File: src/rtl/quad_encoder_emulator.sv
// Quadrature encoder emulator: turns detent/press commands into A/B/PB
// waveforms that drive the rotational encoder decoder under test.
//
// Ports:
//   clk, rst      single clock, synchronous active-high reset
//   cmd_valid     command offered; accepted on cmd_valid & cmd_ready
//   cmd_ready     emulator idle (registered)
//   cmd_dir       1 = CW, 0 = CCW
//   cmd_steps     detents to emit (0 = none)
//   cmd_pb        00 none, 01 short press, 10 long press, 11 none
//   cmd_dwell     cycles per quadrature phase (0 behaves as 1)
//   A, B          quadrature phases, rest at 00
//   PB            pushbutton, active high
//   busy          command in progress
//   done          one-cycle pulse in the first cycle back in IDLE
//   pos           detent position, modulo 2^POS_W
module quad_encoder_emulator #(
    parameter int POS_W     = 4,
    parameter int DWELL_W   = 16,
    parameter int SHORT_CYC = 1000,
    parameter int LONG_CYC  = 50000
) (
    input  logic               clk,
    input  logic               rst,
    input  logic               cmd_valid,
    output logic               cmd_ready,
    input  logic               cmd_dir,
    input  logic [POS_W-1:0]   cmd_steps,
    input  logic [1:0]         cmd_pb,
    input  logic [DWELL_W-1:0] cmd_dwell,
    output logic               A,
    output logic               B,
    output logic               PB,
    output logic               busy,
    output logic               done,
    output logic [POS_W-1:0]   pos
);

    localparam int PW = $clog2(LONG_CYC + 1);
    localparam logic [PW-1:0] C_SHORT_M1 = PW'(SHORT_CYC - 1);
    localparam logic [PW-1:0] C_LONG_M1  = PW'(LONG_CYC - 1);

    typedef enum logic [2:0] {
        S_IDLE,
        S_ROT,
        S_SETTLE,
        S_PRESS,
        S_GAP
    } state_t;

    state_t             r_state;
    logic               r_dir;
    logic [POS_W-1:0]   r_steps;
    logic [1:0]         r_pb;
    logic [DWELL_W-1:0] r_dwell_m1;
    logic [DWELL_W-1:0] r_dcnt;
    logic [PW-1:0]      r_pcnt;
    logic [1:0]         r_phase;
    logic               r_a;
    logic               r_b;
    logic               r_pb_out;
    logic               r_ready;
    logic               r_busy;
    logic               r_done;
    logic [POS_W-1:0]   r_pos;

    logic [DWELL_W-1:0] w_dwell_m1;
    logic               w_dwell_end;
    logic [1:0]         w_phase_nxt;
    logic               w_cw_a;
    logic               w_cw_b;
    logic               w_a_nxt;
    logic               w_b_nxt;
    logic               w_press_req;
    logic [PW-1:0]      w_press_last;

    // A zero dwell is stretched to one cycle per phase.
    assign w_dwell_m1  = (cmd_dwell == '0) ? '0 : cmd_dwell - DWELL_W'(1);
    assign w_dwell_end = (r_dcnt == r_dwell_m1);

    // Phase index 0..3 maps to CW levels 00,10,11,01 (Gray order, so
    // only one of A/B moves per step); CCW swaps the roles of A and B.
    assign w_phase_nxt = r_phase + 2'd1;
    assign w_cw_a      = w_phase_nxt[1] ^ w_phase_nxt[0];
    assign w_cw_b      = w_phase_nxt[1];
    assign w_a_nxt     = r_dir ? w_cw_a : w_cw_b;
    assign w_b_nxt     = r_dir ? w_cw_b : w_cw_a;

    // 01 and 10 request a press; 11 is ignored like 00.
    assign w_press_req  = r_pb[1] ^ r_pb[0];
    assign w_press_last = r_pb[1] ? C_LONG_M1 : C_SHORT_M1;

    always_ff @(posedge clk) begin
        if (rst) begin
            r_state    <= S_IDLE;
            r_dir      <= 1'b0;
            r_steps    <= '0;
            r_pb       <= 2'b00;
            r_dwell_m1 <= '0;
            r_dcnt     <= '0;
            r_pcnt     <= '0;
            r_phase    <= 2'd0;
            r_a        <= 1'b0;
            r_b        <= 1'b0;
            r_pb_out   <= 1'b0;
            r_ready    <= 1'b1;
            r_busy     <= 1'b0;
            r_done     <= 1'b0;
            r_pos      <= '0;
        end else begin
            r_done <= 1'b0;
            unique case (r_state)
                S_IDLE: begin
                    if (cmd_valid && r_ready) begin
                        r_ready    <= 1'b0;
                        r_busy     <= 1'b1;
                        r_dir      <= cmd_dir;
                        r_steps    <= cmd_steps;
                        r_pb       <= cmd_pb;
                        r_dwell_m1 <= w_dwell_m1;
                        r_dcnt     <= '0;
                        r_phase    <= 2'd0;
                        r_state    <= (cmd_steps != '0) ? S_ROT : S_SETTLE;
                    end
                end
                S_ROT: begin
                    if (w_dwell_end) begin
                        r_dcnt  <= '0;
                        r_phase <= w_phase_nxt;
                        r_a     <= w_a_nxt;
                        r_b     <= w_b_nxt;
                        // Phase 3 -> 0 returns A/B to rest: detent complete.
                        if (r_phase == 2'd3) begin
                            r_pos   <= r_dir ? r_pos + POS_W'(1)
                                             : r_pos - POS_W'(1);
                            r_steps <= r_steps - POS_W'(1);
                            if (r_steps == POS_W'(1)) begin
                                r_state <= S_SETTLE;
                            end
                        end
                    end else begin
                        r_dcnt <= r_dcnt + DWELL_W'(1);
                    end
                end
                S_SETTLE: begin
                    if (w_dwell_end) begin
                        r_dcnt <= '0;
                        if (w_press_req) begin
                            r_pcnt   <= '0;
                            r_pb_out <= 1'b1;
                            r_state  <= S_PRESS;
                        end else begin
                            r_ready <= 1'b1;
                            r_busy  <= 1'b0;
                            r_done  <= 1'b1;
                            r_state <= S_IDLE;
                        end
                    end else begin
                        r_dcnt <= r_dcnt + DWELL_W'(1);
                    end
                end
                S_PRESS: begin
                    if (r_pcnt == w_press_last) begin
                        r_pb_out <= 1'b0;
                        r_dcnt   <= '0;
                        r_state  <= S_GAP;
                    end else begin
                        r_pcnt <= r_pcnt + PW'(1);
                    end
                end
                S_GAP: begin
                    if (w_dwell_end) begin
                        r_dcnt  <= '0;
                        r_ready <= 1'b1;
                        r_busy  <= 1'b0;
                        r_done  <= 1'b1;
                        r_state <= S_IDLE;
                    end else begin
                        r_dcnt <= r_dcnt + DWELL_W'(1);
                    end
                end
                default: begin
                    r_state <= S_IDLE;
                end
            endcase
        end
    end

    assign cmd_ready = r_ready;
    assign busy      = r_busy;
    assign done      = r_done;
    assign A         = r_a;
    assign B         = r_b;
    assign PB        = r_pb_out;
    assign pos       = r_pos;

endmodule

File: config.mk
export PLATFORM = sky130hd
export DESIGN_NAME = quad_encoder_emulator
export DESIGN_NICKNAME = d
export VERILOG_FILES = /design/src/rtl/quad_encoder_emulator.sv
export SDC_FILE = /design/constraint.sdc
export NUM_CORES = 1
export LEC_CHECK = 0
export ABC_CLOCK_PERIOD_IN_PS = 7800
export BUFFER_PORTS_ARGS = -buffer_cell sky130_fd_sc_hd__buf_2
export CAP_MARGIN = 20
export CORE_MARGIN = 2
export CORE_UTILIZATION = 30
export CTS_CLUSTER_DIAMETER = 80
export DETAILED_ROUTE_END_ITERATION = 10
export SETUP_SLACK_MARGIN = 0.2
export SLEW_MARGIN = 5
export SYNTH_ARGS = -nofsm -noshare
export SYNTH_HDL_FRONTEND = slang
export SYNTH_SLANG_ARGS = --single-unit
File: constraint.sdc
create_clock -name clk -period 7.8 [get_ports clk]
set_clock_uncertainty 0.2 [all_clocks]
set_input_delay 2.34 -clock clk [delete_from_list [all_inputs] [get_ports clk]]
set_output_delay 2.34 -clock clk [all_outputs]
set_load 0.01 [all_outputs]
==> metrics.txt, run 1 <==
shortest period the worst path allows 4340 ps; final hold viol count 0; CTS tree done; class of the tightest hold or removal check reg -> reg; H-tree levels 3; #FFs+latches synth 70; ANT cells 0; clock latency at the later pin of the worst-skew pair 330 ps; horizontal extent of the die 116 µm; violation count after the first detailed-routing iteration 254; element type at the critical path start input port; GRT overflow 0; post-CTS setup buffers 0; top-level port count 36; Finish-stage setup viols 0; leading cell type in the layout, fill and taps excluded sky130_fd_sc_hd__dfxtp_1; unrepaired setup endpoints after global routing false; instance count of the mapped netlist 467; sequential share of the synthesized area 37.4%; share of the core filled with cells in the final layout 35.9%; Setup CP Type in -> reg; max-slew violation total from the final report 0; maximum number of pins on one net before global-route repair 46; routed wire length 8830 µm; EDFF count, synth 0; final setup margin 3460 ps; port bufs 35; synthesized area divided by synthesized cell count 8.02 µm²; Post-Syn Nets 502; crit path capture type register; power density over cell area 267 mW/mm²; ratio of final minimum period to clock period 55.7%; most frequently used flop master after synthesis sky130_fd_sc_hd__dfxtp_1; number of placement rows 40; remaining antenna violation count 0; clk sinks 70; Clock Tree Buf Depth 2; multi-input gate area in the final layout 0.00220 mm²; cells on worst reg2reg path 7; area added between synthesis and finish 16.1%; post-layout power 1160 µW; number of buffers created by CTS 9; worst-margin pin slew 858 ps; leakage power total 0.00146 µW; Critical Path Fanout Max 14; number of distinct library cells after synthesis 51; number of global-route vias before repair 3206; most frequent cells in the layout 70 x sky130_fd_sc_hd__dfxtp_1, 54 x sky130_fd_sc_hd__nand2_1, 45 x sky130_fd_sc_hd__a21oi_1; FF/Latch Area 0.00140 mm²; cell with the largest stage delay on the worst path sky130_fd_sc_hd__or4_1; global-route wire length before repair 14900 µm; critical register-to-register path endpoint r_pcnt[10]$_SDFFE_PP0P_; CP most frequent cell sky130_fd_sc_hd__nor4_1; Die H 116 µm; crit path DAT 4340 ps; CTS hold repair buffers 0; total standard cell area after synthesis 0.00375 mm²; number of synthesis warnings 0; clk slew on worst S/H paths 60 ps; routed vias 3461; worst reg-to-reg setup slack 5010 ps; result of the run finished, final reports clean; stage delay of the slowest cell on the critical path 600 ps; total of max-cap violations 0; layout cell share with drive strength beyond 1 11.6%; launch instance of the worst register-to-register path r_state[1]$_SDFFE_PP0P_; per-cell routed wire length 13.3 µm; 1st-pass router iterations 4; number of instances resized during post-cts repair 0; crit path to r_dwell_m1[4]$_SDFFE_PP0P_; HPWL after detailed placement 6190 µm; Max VDD drop 119 µV; worst slack on hold paths 277 ps; slew margin rel. 42.8%; number of inserted filler cells in the final layout 1289; number of antenna violations at the first check in global routing 0; Setup Total Neg Slack 0 ps; GRT Total Usage 13.6%; async set-reset flop share out of synthesis 0%; cell-by-cell listing of the critical path buf_2 -> or4_1 -> nor4_1 -> nand2b_1 -> nor4_1 -> or3_1 -> o21ai_0; data required time of the worst path 7800 ps; # nets final 528; clock root buffer sky130_fd_sc_hd__clkbuf_16; number of remaining DRC errors 0; fmax 230 MHz; worst slack at placement 3110 ps; first element of the critical path cmd_dwell[8]; starting density of the core 30.9%; area of the die 0.0134 mm²; gpl congestion 0.828; via count normalized by instance count 5.20; core area 0.0121 mm²
[registers in the layout (all words and copies together) (netlist names)]
signal / flops
r_dwell_m1: 16
r_dir: 1
pos: 4
r_state: 3
r_pcnt: 16
B: 1
busy: 1
done: 1
r_pb: 2
PB: 1
cmd_ready: 1
r_steps: 4
r_dcnt: 16
A: 1
r_phase: 2
[Yosys cell counts (all sizes together), types with 12 or more instances]
library cell / count / share of area (%)
nor3: 14 / 1.9
o21ai: 35 / 4.7
or3: 20 / 3.3
nor2: 35 / 3.5
clkbuf: 19 / 1.9
a311oi: 16 / 3.7
a21oi: 45 / 6.0
nand2: 54 / 5.4
xnor2: 28 / 6.5
dfxtp: 70 / 37
nand3: 19 / 2.5
inv: 12 / 1.2
[cell type report]
type | instances | area share, %
inverters | 12 | 1.04
clock buffers | 10 | 5.26
clock inverters | 6 | 1.44
flip-flops and latches | 70 | 32.2
well taps | 168 | 4.83
multi-input cells | 362 | 50.6
repair buffers | 38 | 4.63
[critical path, delay by kind of cell]
family          cells  cell delay (ps)
compound gates      1              150
buf+inv             1              120
simple gates        5             1740
[through the flow]
| step | cells | area [µm²] |
|---|---|---|
| after floorplan | 467 | 3750 |
| after global placement | 649 | 4050 |
| after detailed placement | 649 | 4050 |
| after CTS | 665 | 4340 |
| after global routing | 666 | 4350 |
| final | 666 | 4350 |
[logic make-up after synthesis]
| family | count (synthesis) | share of synthesized area [%] |
|---|---|---|
| flops | 70 | 37.4 |
| xor+xnor | 36 | 8.41 |
| fa+ha+maj | 9 | 3.21 |
| mux | 5 | 1.34 |
| buf+inv | 35 | 3.84 |
| simple gates | 191 | 26.2 |
| compound gates | 121 | 19.6 |
[metal layers]
| metal | global-route usage (%) | share of wire [%] | vias up |
|---|---|---|---|
| met5 | 0 | 0 | - |
| met4 | 3.81 | 1.1 | 0 |
| met3 | 2.93 | 4.7 | 10 |
| met2 | 22.8 | 46 | 73 |
| met1 | 17.8 | 48 | 1618 |
| li1 | - | - | 1760 |
[worst min-delay path by stage]
stage | start | end | slack (ps) | depth (start not counted)
4_1_cts | r_dwell_m1[9]$_SDFFE_PP0P_ | r_dwell_m1[9]$_SDFFE_PP0P_ | 280 | 2
6_report | r_dwell_m1[9]$_SDFFE_PP0P_ | r_dwell_m1[9]$_SDFFE_PP0P_ | 280 | 2
3_3_place_gp | r_pb[0]$_SDFFE_PP0P_ | r_pb[0]$_SDFFE_PP0P_ | 260 | 2
2_1_floorplan | r_dwell_m1[0]$_SDFFE_PP0P_ | r_dwell_m1[0]$_SDFFE_PP0P_ | 250 | 2
3_5_place_dp | r_dwell_m1[2]$_SDFFE_PP0P_ | r_dwell_m1[2]$_SDFFE_PP0P_ | 270 | 2
5_1_grt | r_dwell_m1[9]$_SDFFE_PP0P_ | r_dwell_m1[9]$_SDFFE_PP0P_ | 290 | 2
[where the power goes]
| part | total (µW) | internal [µW] | switching (µW) |
|---|---|---|---|
| sequential | 441 | 399 | 42.5 |
| clock | 400 | 246 | 154 |
| combinational | 319 | 121 | 198 |
| total | 1160 | 766 | 394 |
Power figures use the tool's default switching activity.
==> run 2: changes to the inputs <==
Settings changed: ABC_AREA from default to 1, ABC_CLOCK_PERIOD_IN_PS 7800 to 4200.
Clock period 7.8 ns to 4.2 ns, I/O delays scaled along.
==> metrics.txt, run 2 <==
Finish-stage setup viols 0 (unchanged); cells on worst reg2reg path 11 (was 7); GRT Total Usage 14.5% (was 13.6%); clk slew on worst S/H paths 60 ps (about the same); CTS tree done (unchanged); power density over cell area 473 mW/mm² (was 267 mW/mm²); shortest period the worst path allows 2730 ps; routed wire length 11000 µm (was 8830 µm); number of synthesis warnings 0 (unchanged); Design Area, Final 0.00507 mm² (was 0.00435 mm²); routed vias 4421 (was 3461); dpl cell area 0.00482 mm² (was 0.00405 mm²); ratio of final minimum period to clock period 64.9%; port bufs 35 (unchanged); slew margin rel. 55.7% (was 42.8%); Setup Total Neg Slack 0 ps (unchanged); number of antenna violations at the first check in global routing 0 (unchanged); remaining antenna violation count 0 (unchanged); #FFs+latches synth 70 (unchanged); post-layout power 2400 µW (was 1160 µW); crit path capture type register (unchanged); maximum number of pins on one net before global-route repair 53 (was 46); number of inserted filler cells in the final layout 1605 (was 1289); leading cell type in the layout, fill and taps excluded sky130_fd_sc_hd__nand2_1 (was sky130_fd_sc_hd__dfxtp_1); most common cell in the synthesized netlist sky130_fd_sc_hd__nand2_1 (was sky130_fd_sc_hd__dfxtp_1); Hold Crit Depth 2 (unchanged); largest area contributor in the synthesized netlist sky130_fd_sc_hd__dfxtp_1 (unchanged); HPWL after detailed placement 8040 µm (was 6190 µm); class of the tightest hold or removal check reg -> reg (unchanged); element type at the critical path start register (was input port); horizontal extent of the die 127 µm (was 116 µm); leakage power total 0.00209 µW (was 0.00146 µW); worst slack on hold paths 266 ps (was 277 ps); number of remaining DRC errors 1 (was 0); number of placement rows 44 (was 40); gpl congestion 0.835 (was 0.828); core area 0.0146 mm² (was 0.0121 mm²); starting density of the core 30.9% (about the same); area added between synthesis and finish 12.1% (was 16.1%); Post-Syn Nets 752 (was 502); number of global-route vias before repair 4190 (was 3206); worst-margin pin slew 664 ps (was 858 ps); Die H 127 µm (was 116 µm); ANT cells 0 (unchanged); crit path DAT 2760 ps (was 4340 ps); clock latency at the later pin of the worst-skew pair 340 ps (was 330 ps); result of the run finished with violations (was finished, final reports clean); top post-synthesis cells by count 197 x sky130_fd_sc_hd__nand2_1, 92 x sky130_fd_sc_hd__nor2_1, 81 x sky130_fd_sc_hd__inv_1 (was 70 x sky130_fd_sc_hd__dfxtp_1, 54 x sky130_fd_sc_hd__nand2_1, 45 x sky130_fd_sc_hd__a21oi_1); top-level port count 36 (unchanged); violation count after the first detailed-routing iteration 269 (was 254); total standard cell area after synthesis 0.00453 mm² (was 0.00375 mm²); Critical Path Fanout Max 12 (was 14); area of the die 0.0161 mm² (was 0.0134 mm²); fmax 367 MHz; most frequent cells in the layout 197 x sky130_fd_sc_hd__nand2_1, 92 x sky130_fd_sc_hd__nor2_1, 81 x sky130_fd_sc_hd__inv_1 (was 70 x sky130_fd_sc_hd__dfxtp_1, 54 x sky130_fd_sc_hd__nand2_1, 45 x sky130_fd_sc_hd__a21oi_1); per-cell routed wire length 11.8 µm (was 13.3 µm); async set-reset flop share out of synthesis 0% (unchanged); Setup CP Type reg -> reg (was in -> reg); sequential share of the synthesized area 31.0% (was 37.4%); number of distinct library cells after synthesis 41 (was 51); via count normalized by instance count 4.74 (was 5.20); clock root buffer sky130_fd_sc_hd__clkbuf_16 (unchanged); global-route wire length before repair 19300 µm (was 14900 µm); Max VDD drop 265 µV (was 119 µV); CTS hold repair buffers 0 (unchanged); Clock Tree Buf Depth 2 (unchanged); clk sinks 70 (unchanged); EDFF count, synth 0 (unchanged); top-area cell type share of the netlist area 31.0% (was 37.4%); cells taking the most area after synthesis sky130_fd_sc_hd__dfxtp_1 31%, sky130_fd_sc_hd__nand2_1 16%, sky130_fd_sc_hd__nor2_1 7.6% (was sky130_fd_sc_hd__dfxtp_1 37%, sky130_fd_sc_hd__xnor2_1 6.5%, sky130_fd_sc_hd__a21oi_1 6.0%); # nets final 779 (was 528); max-slew violation total from the final report 0 (unchanged); data required time of the worst path 4230 ps (was 7800 ps); unrepaired setup endpoints after global routing false (unchanged); most frequently used flop master after synthesis sky130_fd_sc_hd__dfxtp_1 (unchanged); number of buffers created by CTS 9 (unchanged); layout cell share with drive strength beyond 1 12.2% (was 11.6%); largest registers in the final layout r_dcnt (16), r_dwell_m1 (16), r_pcnt (16) (unchanged); GRT overflow 0 (unchanged); post-CTS setup buffers 0 (unchanged); instance count of the mapped netlist 717 (was 467); total of max-cap violations 0 (unchanged); failing checks design-rule violations; final hold viol count 0 (unchanged); H-tree levels 3 (unchanged); synthesized area divided by synthesized cell count 6.31 µm² (was 8.02 µm²); 1st-pass router iterations 7 (was 4); number of instances resized during post-cts repair 0 (unchanged)
-- run 2: cell count changes after synthesis, moves of 10 or more --
cell / change
sky130_fd_sc_hd__xor2_1: +17
sky130_fd_sc_hd__inv_2: +11
sky130_fd_sc_hd__a311oi_1: -16
sky130_fd_sc_hd__nor2_1: +57
sky130_fd_sc_hd__nand4_1: +19
sky130_fd_sc_hd__inv_1: +70
sky130_fd_sc_hd__o21ai_0: -16
sky130_fd_sc_hd__nand3_1: +33
sky130_fd_sc_hd__xnor2_1: -25
sky130_fd_sc_hd__or3_1: -20
sky130_fd_sc_hd__clkbuf_1: -11
sky130_fd_sc_hd__nand2_1: +143
sky130_fd_sc_hd__a21oi_1: +10
-- run 2: power breakdown --
| group | total [µW] | internal, µW | leakage, µW | switching [µW] |
|---|---|---|---|---|
| Combinational | 884 | 273 | 0.00140 | 612 |
| Sequential | 832 | 750 | 0.000568 | 82.1 |
| Clock | 682 | 394 | 0.000121 | 288 |
-- run 2: worst paths after layout --
path              slack (ps)                    start                      to
setup reg to reg        1470  r_dcnt[10]$_SDFFE_PP0P_  r_pcnt[1]$_SDFFE_PP0P_
setup / recovery        1470  r_dcnt[10]$_SDFFE_PP0P_  r_pcnt[1]$_SDFFE_PP0P_
hold reg to reg          270           A$_SDFFE_PP0P_          A$_SDFFE_PP0P_
hold / removal           270           A$_SDFFE_PP0P_          A$_SDFFE_PP0P_
-- run 2: worst max-delay path, cell delays in order, from the launching register on --
cell                      delay, ps
sky130_fd_sc_hd__dfxtp_1        480
sky130_fd_sc_hd__inv_2           60
sky130_fd_sc_hd__nand2_1         60
sky130_fd_sc_hd__nand2_1         50
sky130_fd_sc_hd__nor2_1         100
sky130_fd_sc_hd__nand2_1         70
sky130_fd_sc_hd__nor2_2         190
sky130_fd_sc_hd__nand3_1        400
sky130_fd_sc_hd__nand2_1        530
sky130_fd_sc_hd__inv_1          250
sky130_fd_sc_hd__a21oi_1        170
sky130_fd_sc_hd__nor2_1          50
-- run 2: logic make-up after synthesis --
family	synth area share, %
xor gates and xnor gates	5.42
DFF	31.0
buffers and inverters	10.6
and+or+nand+nor	39.9
AOI/OAI and AO/OA	10.5
adders and majority gates	2.65
-- run 2: layout make-up --
type	count	area (µm²)	area share [%]
Timing Repair Buffer	37	190	3.75
Tap cell	184	230	4.54
Multi-Input combinational cell	533	2650	52.1
Sequential cell	70	1400	27.6
Clock buffer	11	233	4.59
Clock inverter	4	25.0	0.493
Inverter	93	349	6.88
-- run 2: per-layer routing --
| metal | share of wire, % | vias to the layer above | global-route usage [%] | wire [µm] |
|---|---|---|---|---|
| li1 | - | 2342 | - | - |
| met1 | 50 | 1985 | 19.0 | 5480 |
| met2 | 45 | 82 | 23.7 | 4970 |
| met3 | 3.8 | 12 | 3.71 | 417 |
| met4 | 1.1 | 0 | 3.88 | 123 |
| met5 | 0 | - | 0 | 0 |
-- run 2: metrics by stage --
stage	cells	utilization [%]	worst slack, ps
floorplan	717	-	1400
global placement	917	32.9	1200
detailed placement	917	32.9	1190
CTS	932	34.6	1460
global route	932	34.6	1160
finish	932	34.6	1470
==> run 3: changes to the inputs <==
Settings changed: ABC_CLOCK_PERIOD_IN_PS 4200 to 2800.
Clock period 4.2 ns to 2.8 ns, I/O delays scaled along.
==> metrics.txt, run 3 (synthesized netlist as in run 2, its figures left out) <==
port bufs 35 (unchanged); # nets final 788 (was 779); number of placement rows 44 (unchanged); total of max-cap violations 0 (unchanged); most frequent cells in the layout 197 x sky130_fd_sc_hd__nand2_1, 92 x sky130_fd_sc_hd__nor2_1, 81 x sky130_fd_sc_hd__inv_1 (unchanged); dpl cell area 0.00488 mm² (was 0.00482 mm²); number of inserted filler cells in the final layout 1637 (was 1605); Levels on crit path 10 (was 11); routed wire length 10800 µm (was 11000 µm); worst-margin pin slew 599 ps (was 664 ps); unrepaired setup endpoints after global routing false (unchanged); violation count after the first detailed-routing iteration 271 (was 269); stage delay of the slowest cell on the critical path 210 ps (was 530 ps); 1st-pass router iterations 8 (was 7); fmax 441 MHz; CTS tree done (unchanged); Max VDD drop 402 µV (was 265 µV); CTS hold repair buffers 0 (unchanged); final setup margin 535 ps (was 1470 ps); layout cell share with drive strength beyond 1 13.6% (was 12.2%); worst slack on hold paths 250 ps (was 266 ps); Hold Crit Depth 2 (unchanged); per-cell routed wire length 11.5 µm (was 11.8 µm); buffer and inverter count on the worst path 3 (was 2); GRT Total Usage 14.3% (was 14.5%); Design Area, Final 0.00516 mm² (was 0.00507 mm²); launch instance of the worst register-to-register path r_pcnt[0]$_SDFFE_PP0P_ (was r_dcnt[10]$_SDFFE_PP0P_); first element of the critical path cmd_dwell[0] (was r_dcnt[10]$_SDFFE_PP0P_); max-slew violation total from the final report 0 (unchanged); placed cell count 926 (was 917); area of the die 0.0161 mm² (unchanged); failing checks design-rule violations (unchanged); critical register-to-register path endpoint r_pcnt[13]$_SDFFE_PP0P_ (was r_pcnt[1]$_SDFFE_PP0P_); slew margin rel. 60.0% (was 55.7%); final hold viol count 0 (unchanged); ANT cells 0 (unchanged); leading cell type in the layout, fill and taps excluded sky130_fd_sc_hd__nand2_1 (unchanged); core area 0.0146 mm² (unchanged); H-tree levels 3 (unchanged); data required time of the worst path 2820 ps (was 4230 ps); ratio of final minimum period to clock period 80.9%; clock latency at the later pin of the worst-skew pair 350 ps (was 340 ps); Finish-stage setup viols 0 (unchanged); cell with the largest stage delay on the worst path sky130_fd_sc_hd__ha_1 (was sky130_fd_sc_hd__nand2_1); result of the run finished with violations (unchanged); Critical Path Fanout Max 11 (was 12); number of antenna violations at the first check in global routing 0 (unchanged); shortest period the worst path allows 2270 ps; Die H 127 µm (unchanged); CP top delay family simple AND/OR/NAND/NOR gates (unchanged); hold endpoint PB$_SDFFE_PP0P_ (was A$_SDFFE_PP0P_); final non-filler cell total 942 (was 932); maximum number of pins on one net before global-route repair 30 (was 53); worst reg-to-reg setup slack 630 ps (was 1470 ps); number of remaining DRC errors 1 (unchanged); element type at the critical path start input port (was register); via count normalized by instance count 4.63 (was 4.74); area added between synthesis and finish 14.0% (was 12.1%); GRT overflow 0 (unchanged); top-level port count 36 (unchanged); crit path DAT 2290 ps (was 2760 ps); clk slew on worst S/H paths 60 ps (about the same); Setup Total Neg Slack 0 ps (unchanged); startpoint of the tightest hold check path PB$_SDFFE_PP0P_ (was A$_SDFFE_PP0P_); remaining antenna violation count 0 (unchanged); gpl congestion 0.865 (was 0.835); cells on worst reg2reg path 12 (was 11); clock root buffer sky130_fd_sc_hd__clkbuf_16 (unchanged); number of global-route vias before repair 3994 (was 4190); routed vias 4360 (was 4421); crit path capture type register (unchanged); clk sinks 70 (unchanged); post-CTS setup buffers 0 (unchanged); starting density of the core 30.9% (unchanged); number of instances resized during post-cts repair 0 (unchanged); number of buffers created by CTS 9 (unchanged); worst slack at placement 163 ps (was 1190 ps); class of the tightest hold or removal check reg -> reg (unchanged); power density over cell area 717 mW/mm² (was 473 mW/mm²); horizontal extent of the die 127 µm (unchanged); Clock Tree Buf Depth 2 (unchanged); Setup CP Type in -> reg (was reg -> reg); global-route wire length before repair 18800 µm (was 19300 µm); leakage power total 0.00215 µW (was 0.00209 µW); HPWL after detailed placement 8060 µm (was 8040 µm); cell-by-cell listing of the critical path buf_2 -> inv_1 -> ha_1 -> nand4_1 -> nor2_1 -> nand3_1 -> o21ai_2 -> inv_2 -> nand2_1 -> a21oi_1 (was inv_2 -> nand2_1 -> nand2_1 -> nor2_1 -> nand2_1 -> nor2_2 -> nand3_1 -> nand2_1 -> inv_1 -> a21oi_1 -> nor2_1); largest registers in the final layout r_dcnt (16), r_dwell_m1 (16), r_pcnt (16) (unchanged)
-- run 3: cell types whose count changed in the layout (fill, tap and decap cells not counted), sizes merged --
cell / change
clkbuf: -1
buf: +9
clkinv: +4
clkinvlp: -2
-- run 3: area by class of cell --
| class | instances | area (µm²) | area share [%] |
|---|---|---|---|
| Inverter | 93 | 349 | 6.77 |
| Sequential cell | 70 | 1400 | 27.2 |
| Multi-Input combinational cell | 533 | 2650 | 51.3 |
| Timing Repair Buffer | 46 | 258 | 5.00 |
| Clock buffer | 10 | 239 | 4.63 |
| Clock inverter | 6 | 37.5 | 0.727 |
| Tap cell | 184 | 230 | 4.46 |
-- run 3: how the worst max path moves through the flow --
stage	endpoint	slack (ps)
after detailed placement	r_dwell_m1[2]$_SDFFE_PP0P_	160
after CTS	r_dwell_m1[2]$_SDFFE_PP0P_	530
final	r_dwell_m1[2]$_SDFFE_PP0P_	530
after floorplan	r_dwell_m1[14]$_SDFFE_PP0P_	420
after global placement	r_dwell_m1[0]$_SDFFE_PP0P_	240
after global routing	r_dwell_m1[2]$_SDFFE_PP0P_	290
-- run 3: routing by layer --
metal / wire length [µm] / vias up / track usage (%)
met5: 0 / - / 0
met1: 5400 / 1907 / 19.4
met4: 148 / 0 / 5.62
met2: 4840 / 77 / 22.1
li1: - / 2366 / -
met3: 407 / 10 / 3.08
-- run 3: worst reg2reg max path, stage by stage, from the launching register on --
cell                      delay (ps)
sky130_fd_sc_hd__dfxtp_1         400
sky130_fd_sc_hd__ha_1            190
sky130_fd_sc_hd__nand2_1         100
sky130_fd_sc_hd__inv_1            90
sky130_fd_sc_hd__nand2_1          50
sky130_fd_sc_hd__nor2_1          160
sky130_fd_sc_hd__nand3_1         140
sky130_fd_sc_hd__nand2_2         100
sky130_fd_sc_hd__buf_4           190
sky130_fd_sc_hd__nand2_1         110
sky130_fd_sc_hd__inv_1           180
sky130_fd_sc_hd__nand2_1          80
sky130_fd_sc_hd__a21oi_1         120
-- run 3: stage by stage --
stage               util, %  total power, µW
finish                 35.2             3700
global route           35.2             3990
CTS                    35.2             3740
detailed placement     33.3             2660
global placement       33.3             2660
floorplan                 -             2330
-- run 3: power by group --
group	internal (µW)	switching, µW	total [µW]
Sequential	1120	122	1250
Combinational	457	926	1380
Clock	620	452	1070
